[config.mk]
export PLATFORM = sky130hd
export DESIGN_NAME = demux_lane_sched_flat
export DESIGN_NICKNAME = d
export VERILOG_FILES = /design/src/rtl/demux_lane_sched_pkg.sv /design/src/rtl/demux_lane_sched_if.sv /design/src/rtl/demux_lane_sched_rr_pick.sv /design/src/rtl/demux_lane_sched.sv /design/src/flat_wrapper.sv
export SDC_FILE = /design/constraint.sdc
export NUM_CORES = 1
export LEC_CHECK = 0
export CAP_MARGIN = 20
export CORE_ASPECT_RATIO = 0.9
export CORE_MARGIN = 2
export CORE_UTILIZATION = 50
export DETAILED_ROUTE_END_ITERATION = 7
export GPL_TIMING_DRIVEN = 0
export PLACE_DENSITY_LB_ADDON = 0.12
export SYNTH_ARGS = -nofsm -noshare
export SYNTH_HDL_FRONTEND = slang
export SYNTH_HIERARCHICAL = 1
export SYNTH_SLANG_ARGS = --single-unit
[constraint.sdc]
create_clock -name clk -period 3.4 [get_ports clk]
set_clock_uncertainty 0.1 [all_clocks]
set_input_delay 0.51 -clock clk [delete_from_list [all_inputs] [get_ports clk]]
set_output_delay 0.51 -clock clk [all_outputs]
set_load 0.005 [all_outputs]
[src/rtl/demux_lane_sched_pkg.sv]
// Shared types and helpers for the demux lane scheduler and its picker.
package demux_sched_pkg;

  localparam int DEFAULT_N     = 4;
  localparam int DEFAULT_BURST = 8;
  localparam int ONEHOT_MAX    = 32;

  typedef enum logic {
    IDLE = 1'b0,
    XFER = 1'b1
  } state_t;

  // Callers truncate the result to their own lane count.
  function automatic logic [ONEHOT_MAX-1:0] onehot(input int idx);
    onehot = {{(ONEHOT_MAX-1){1'b0}}, 1'b1} << idx;
  endfunction

endpackage

[src/rtl/demux_lane_sched_if.sv]
// Serial source handshake plus the demuxN drive and per-lane status lines.
interface demux_lane_sched_if
  import demux_sched_pkg::*;
#(
  parameter int N     = DEFAULT_N,
  parameter int SEL_W = $clog2(N)
);
  logic             in_valid;
  logic             in_data;
  logic             in_ready;
  logic [N-1:0]     lane_ready;
  logic             dmx_en;
  logic [SEL_W-1:0] dmx_sel;
  logic             dmx_xin;
  logic [N-1:0]     lane_valid;

  // master: the scheduler; slave: the source/lane side.
  modport master (
    input  in_valid, in_data, lane_ready,
    output in_ready, dmx_en, dmx_sel, dmx_xin, lane_valid
  );

  modport slave (
    output in_valid, in_data, lane_ready,
    input  in_ready, dmx_en, dmx_sel, dmx_xin, lane_valid
  );
endinterface

[src/rtl/demux_lane_sched_rr_pick.sv]
// Combinational round-robin picker: first set req bit searching cyclically from ptr+1.
module rr_pick
  import demux_sched_pkg::*;
#(
  parameter int N     = DEFAULT_N,
  parameter int SEL_W = $clog2(N)
) (
  input  logic [N-1:0]     req,
  input  logic [SEL_W-1:0] ptr,
  output logic [SEL_W-1:0] gnt_idx,
  output logic             gnt_any
);

  int w_idx;

  assign gnt_any = |req;

  // Walk offsets from farthest to nearest so the nearest requester wins.
  always_comb begin
    gnt_idx = '0;
    w_idx   = 0;
    for (int k = N; k >= 1; k--) begin
      w_idx = int'(ptr) + k;
      if (w_idx >= N) begin
        w_idx = w_idx - N;
      end
      if (req[SEL_W'(w_idx)]) begin
        gnt_idx = SEL_W'(w_idx);
      end
    end
  end

endmodule

[src/rtl/demux_lane_sched.sv]
// Round-robin burst scheduler feeding a shared N-way bit demux from one serial stream.
module demux_lane_sched
  import demux_sched_pkg::*;
#(
  parameter int N     = DEFAULT_N,
  parameter int BURST = DEFAULT_BURST,
  parameter int SEL_W = $clog2(N),
  parameter int CNT_W = $clog2(BURST + 1)
) (
  input  logic                clk,
  input  logic                rst,
  input  logic [N-1:0]        cfg_mask,
  demux_lane_sched_if.master  bus,
  output logic                busy,
  output logic                burst_done,
  output logic                burst_abort
);

  state_t           r_state;
  state_t           w_state_next;
  logic [SEL_W-1:0] r_cur;
  logic [SEL_W-1:0] r_ptr;
  logic [CNT_W-1:0] r_cnt;

  logic [N-1:0]     w_elig;
  logic [SEL_W-1:0] w_gnt_idx;
  logic             w_gnt_any;
  logic             w_cur_en;
  logic             w_cur_rdy;
  logic             w_in_ready;
  logic             w_xfer;
  logic             w_last;
  logic             w_abort;

  logic             r_dmx_en;
  logic [SEL_W-1:0] r_dmx_sel;
  logic             r_dmx_xin;
  logic [N-1:0]     r_lane_valid;
  logic             r_busy;
  logic             r_done;
  logic             r_abort;

  logic             w_dmx_en_next;
  logic [SEL_W-1:0] w_dmx_sel_next;
  logic             w_dmx_xin_next;
  logic [N-1:0]     w_lane_valid_next;
  logic             w_done_next;
  logic             w_abort_next;

  assign w_elig     = cfg_mask & bus.lane_ready;
  assign w_cur_en   = cfg_mask[r_cur];
  assign w_cur_rdy  = bus.lane_ready[r_cur];
  assign w_in_ready = (r_state == XFER) && w_cur_rdy && w_cur_en;
  assign w_xfer     = bus.in_valid && w_in_ready;
  assign w_last     = (r_cnt == CNT_W'(BURST - 1));
  assign w_abort    = (r_state == XFER) && !w_cur_en;

  rr_pick #(
    .N     (N),
    .SEL_W (SEL_W)
  ) u_pick (
    .req     (w_elig),
    .ptr     (r_ptr),
    .gnt_idx (w_gnt_idx),
    .gnt_any (w_gnt_any)
  );

  always_ff @(posedge clk) begin
    if (rst) begin
      r_state <= IDLE;
    end else begin
      r_state <= w_state_next;
    end
  end

  always_comb begin
    w_state_next = r_state;
    case (r_state)
      IDLE: if (w_gnt_any) w_state_next = XFER;
      XFER: if (w_abort || (w_xfer && w_last)) w_state_next = IDLE;
      default: w_state_next = IDLE;
    endcase
  end

  always_comb begin
    w_dmx_en_next     = w_xfer;
    w_dmx_sel_next    = w_xfer ? r_cur : r_dmx_sel;
    w_dmx_xin_next    = w_xfer && bus.in_data;
    w_lane_valid_next = w_xfer ? N'(onehot(int'(r_cur))) : '0;
    w_done_next       = w_xfer && w_last;
    w_abort_next      = w_abort;
  end

  // Pointer only advances when a burst ends, so the grant order rotates per burst.
  always_ff @(posedge clk) begin
    if (rst) begin
      r_cnt <= '0;
      r_cur <= '0;
      r_ptr <= SEL_W'(N - 1);
    end else begin
      case (r_state)
        IDLE: begin
          if (w_gnt_any) begin
            r_cur <= w_gnt_idx;
            r_cnt <= '0;
          end
        end
        XFER: begin
          if (w_xfer) begin
            r_cnt <= r_cnt + CNT_W'(1);
          end
          if (w_abort || (w_xfer && w_last)) begin
            r_ptr <= r_cur;
          end
        end
        default: ;
      endcase
    end
  end

  // busy lags the state by one cycle to line up with the delayed lane strobes.
  always_ff @(posedge clk) begin
    if (rst) begin
      r_dmx_en     <= 1'b0;
      r_dmx_sel    <= '0;
      r_dmx_xin    <= 1'b0;
      r_lane_valid <= '0;
      r_busy       <= 1'b0;
      r_done       <= 1'b0;
      r_abort      <= 1'b0;
    end else begin
      r_dmx_en     <= w_dmx_en_next;
      r_dmx_sel    <= w_dmx_sel_next;
      r_dmx_xin    <= w_dmx_xin_next;
      r_lane_valid <= w_lane_valid_next;
      r_busy       <= (r_state == XFER);
      r_done       <= w_done_next;
      r_abort      <= w_abort_next;
    end
  end

  assign bus.in_ready   = w_in_ready;
  assign bus.dmx_en     = r_dmx_en;
  assign bus.dmx_sel    = r_dmx_sel;
  assign bus.dmx_xin    = r_dmx_xin;
  assign bus.lane_valid = r_lane_valid;
  assign busy           = r_busy;
  assign burst_done     = r_done;
  assign burst_abort    = r_abort;

endmodule

[src/flat_wrapper.sv]
// flat-port wrapper written by rule: the top's interface ports become plain ports
module demux_lane_sched_flat import demux_sched_pkg::*;
#(
  parameter int N     = DEFAULT_N,
  parameter int BURST = DEFAULT_BURST,
  parameter int SEL_W = $clog2(N),
  parameter int CNT_W = $clog2(BURST + 1)
)
  (clk, rst, cfg_mask, busy, burst_done, burst_abort, bus_in_valid, bus_in_data, bus_lane_ready, bus_in_ready, bus_dmx_en, bus_dmx_sel, bus_dmx_xin, bus_lane_valid);
  demux_lane_sched_if #(.N(N), .SEL_W(SEL_W)) bus_i ();
  input  logic clk;
  input  logic rst;
  input  logic [N-1:0] cfg_mask;
  output logic busy;
  output logic burst_done;
  output logic burst_abort;
  input wire logic [$bits(bus_i.in_valid)-1:0] bus_in_valid;
  input wire logic [$bits(bus_i.in_data)-1:0] bus_in_data;
  input wire logic [$bits(bus_i.lane_ready)-1:0] bus_lane_ready;
  output wire logic [$bits(bus_i.in_ready)-1:0] bus_in_ready;
  output wire logic [$bits(bus_i.dmx_en)-1:0] bus_dmx_en;
  output wire logic [$bits(bus_i.dmx_sel)-1:0] bus_dmx_sel;
  output wire logic [$bits(bus_i.dmx_xin)-1:0] bus_dmx_xin;
  output wire logic [$bits(bus_i.lane_valid)-1:0] bus_lane_valid;
  assign bus_i.in_valid = bus_in_valid;
  assign bus_i.in_data = bus_in_data;
  assign bus_i.lane_ready = bus_lane_ready;
  assign bus_in_ready = bus_i.in_ready;
  assign bus_dmx_en = bus_i.dmx_en;
  assign bus_dmx_sel = bus_i.dmx_sel;
  assign bus_dmx_xin = bus_i.dmx_xin;
  assign bus_lane_valid = bus_i.lane_valid;
  demux_lane_sched #(.N(N), .BURST(BURST), .SEL_W(SEL_W), .CNT_W(CNT_W)) u_core (.clk(clk), .rst(rst), .cfg_mask(cfg_mask), .bus(bus_i), .busy(busy), .burst_done(burst_done), .burst_abort(burst_abort));
endmodule
==> summary.txt <==
DP Worst Slack - 0.581 ns
Setup ws final - 0.586 ns
Vias in the first global route - 705
Register Area - 400 µm²
Clk pin slew, worst setup/hold paths - 0.10 ns
Count of final setup violators - 0
Sink Count - 20
Psw - 114 µW
PortBufs - 23
Max-slew headroom - 67.1%
Commonest cells after routing, fill and taps aside - clkdlybuf4s50_1, dfxtp_1, nor2_1, and2_1
Setup TNS - 0 ns
Buf+Inv Stages, Crit Path - 2
Initial core utilization - 54.1%
Commonest non-fill, non-tap cell in the layout - clkdlybuf4s50_1
Critical-path top delay cell - mux4_2
Yosys Warn Count - 6
Synth area leaders - dfxtp_1, mux2i_1, mux4_2
Mapped Nets - 106
GRT Total Usage - 19.1%
FMAX - 355 MHz
RSZ-0062 raised after global routing - no
Ys flop type - dfxtp_1
#FFs+latches synth - 20
Final Hold Viols - 0
Layout Nets - 134
Cts repair resizes - 0
Reg-to-reg critical path startpoint - u_core/r_cur[0]
Routed wire length per instance - 13.0 µm
Post-synth EDFFs - 0
Fin area - 1200 µm²
Mapped Area - 920 µm²
Power Density - 368 nW/µm²
Drt via density - 5.28
DIE AREA - 2200 µm²
Slew Viols, Final - 0
Max stage delay on crit path - 0.59 ns
Final Cycle Share - 82.8%
Setup bufs post-CTS - 0
Total wire length - 1860 µm
Crit-path cells - clkdlybuf4s50_1 -> mux4_2 -> and3_2 -> clkdlybuf4s50_1
Number of diodes - 0
Placed Cells - 140
Hold WC Path Type - reg2reg
CORE AREA - 1700 µm²
Status - completed
Startpoint type of the worst setup path - primary input
Final GP Congestion - 0.796
Crit path required time - 2.79 ns
Sequential Power Share - 56.5%
R2r endpoint - u_core/bus.lane_valid[3]
Levels on crit path - 4
# DRC - 0
Placement Cell Area - 1180 µm²
Critical path's most frequent cell - clkdlybuf4s50_1
Vias - 755
CTS tree - done
Switching Fraction - 25.7%
CTS Hold Bufs - 0
Number of DRC markers in iteration 0 - 16
Async SR Flop Fraction - 0%
Area occupied by multi-input gates - 492 µm²
TritonCTS buffer count - 3
TritonRoute pass-1 iters - 4
Peak supply drop - 239 µV
Synth Area per Inst - 9.89 µm²
Post-synthesis cell count - 93
Yosys cell types - 37
FILL cells - 150
Clk root buf - clkbuf_4
Worst r2r path cells - 6
Layout overhead on the synthesized area - 30.7%
Leakage - 0.000482 µW
Antenna-violating nets left - 0
R2r setup slk - 1.49 ns
Final HPWL DP - 1440 µm
Non-filler instance count after layout - 143
CP Max Fanout - 8
Worst Path Arrival - 2.20 ns
Comb pwr share - 19.2%
Global-route wire length before repair - 3110 µm
IO Pins - 24
Row count - 14
Max-capacitance violation count - 0
Antenna violations before repair - 0
Largest net degree at the start of global routing - 11
Clk pwr share - 24.3%
GR Overflow Total - 0
Power Total - 442 µW
Fin crit period - 2.81 ns
Crit path max-delay family - buffers and inverters
Post-synthesis sequential area ratio - 43.5%
Critical path class - in2out
Critical path origin - cfg_mask[3]
Layout cells sized above 1 - 16.0%
Worst setup path endpoint - bus_in_ready
Deepest clock path buffer count - 2
CP endpoint kind - output pin
Clk_lat worst skew - 0.29 ns
Synth top area share - 43.5%
Worst-Margin Slew - 0.493 ns
Int Power - 329 µW
H-tree Lvls - 1
Leading area contributor after synthesis - dfxtp_1
Die height - 44.7 µm
Die width - 49.2 µm
state kept, by name, indices dropped and copies added, names as in the netlist:
name and flops:
u_core/burst_abort 1, u_core/bus.dmx_xin 1, u_core/burst_done 1, u_core/r_state 1, u_core/bus.lane_valid 4, u_core/busy 1, u_core/r_cur 2, u_core/bus.dmx_en 1
u_core/r_cnt 4, u_core/bus.dmx_sel 2, u_core/r_ptr 2
metal layers:
| metal | routed length [µm] | global-route usage, % | vias to the layer above |
|---|---|---|---|
| met5 | 0 | 0 | - |
| met4 | 10 | 8.00 | 0 |
| met3 | 116 | 5.41 | 2 |
| met2 | 944 | 33.2 | 19 |
| met1 | 789 | 22.3 | 346 |
| li1 | - | - | 388 |
power by group through the flow:
stage / sequential (µW) / clock (µW) / combinational [µW]
6_report: 250 / 108 / 85.0
3_3_place_gp: 255 / 0 / 82.4
2_1_floorplan: 254 / 0 / 53.9
5_1_grt: 251 / 123 / 93.8
4_1_cts: 250 / 111 / 85.5
3_5_place_dp: 255 / 0 / 85.3
final cells by class:
| type | count | share of cell area (%) |
|---|---|---|
| flip-flops and latches | 20 | 33.3 |
| inverters | 2 | 0.624 |
| multi-input cells | 68 | 40.9 |
| repair buffers | 23 | 19.1 |
| plain buffers | 3 | 1.66 |
| clock buffers | 3 | 1.87 |
| well taps | 24 | 2.50 |
worst min path at each step:
stage / to / startpoint / cells after the start / slack (ns)
floorplan: u_core/r_cnt[0] / u_core/r_cnt[0] / 1 / 0.37
global placement: u_core/bus.dmx_sel[1] / u_core/bus.dmx_sel[1] / 2 / 0.38
detailed placement: u_core/bus.dmx_sel[0] / u_core/bus.dmx_sel[0] / 2 / 0.40
CTS: u_core/r_cnt[0] / u_core/r_cnt[0] / 1 / 0.42
global route: u_core/r_cnt[0] / u_core/r_cnt[0] / 1 / 0.46
finish: u_core/r_cnt[0] / u_core/r_cnt[0] / 1 / 0.42
logic make-up after synthesis:
kind of cell,synth area share (%)
AO/OA/AOI/OAI,10.6
buffers and inverters,2.99
multiplexers,10.3
adder cells (fa/ha/maj),1.36
flip-flops,43.5
XOR/XNOR,0.953
AND/OR/NAND/NOR,30.2
stage by stage:
step           util (%)  hold WS, ns
2_1_floorplan         -        0.371
3_3_place_gp       69.4        0.381
3_5_place_dp       69.4        0.399
4_1_cts            70.8        0.420
5_1_grt            70.8        0.460
6_report           70.8        0.415
Yosys cell counts (2+ instances only):
master    count
nand2_1       5
nor3_1        2
nor3b_1       2
nand2b_1      4
a21oi_1       4
mux2i_1       5
nor2_1       10
dfxtp_1      20
and3_2        2
nor2b_1       3
mux4_2        2
a31oi_1       3
and2_1        6
nand4_1       2
No activity file was read; power rests on OpenSTA's default activity.
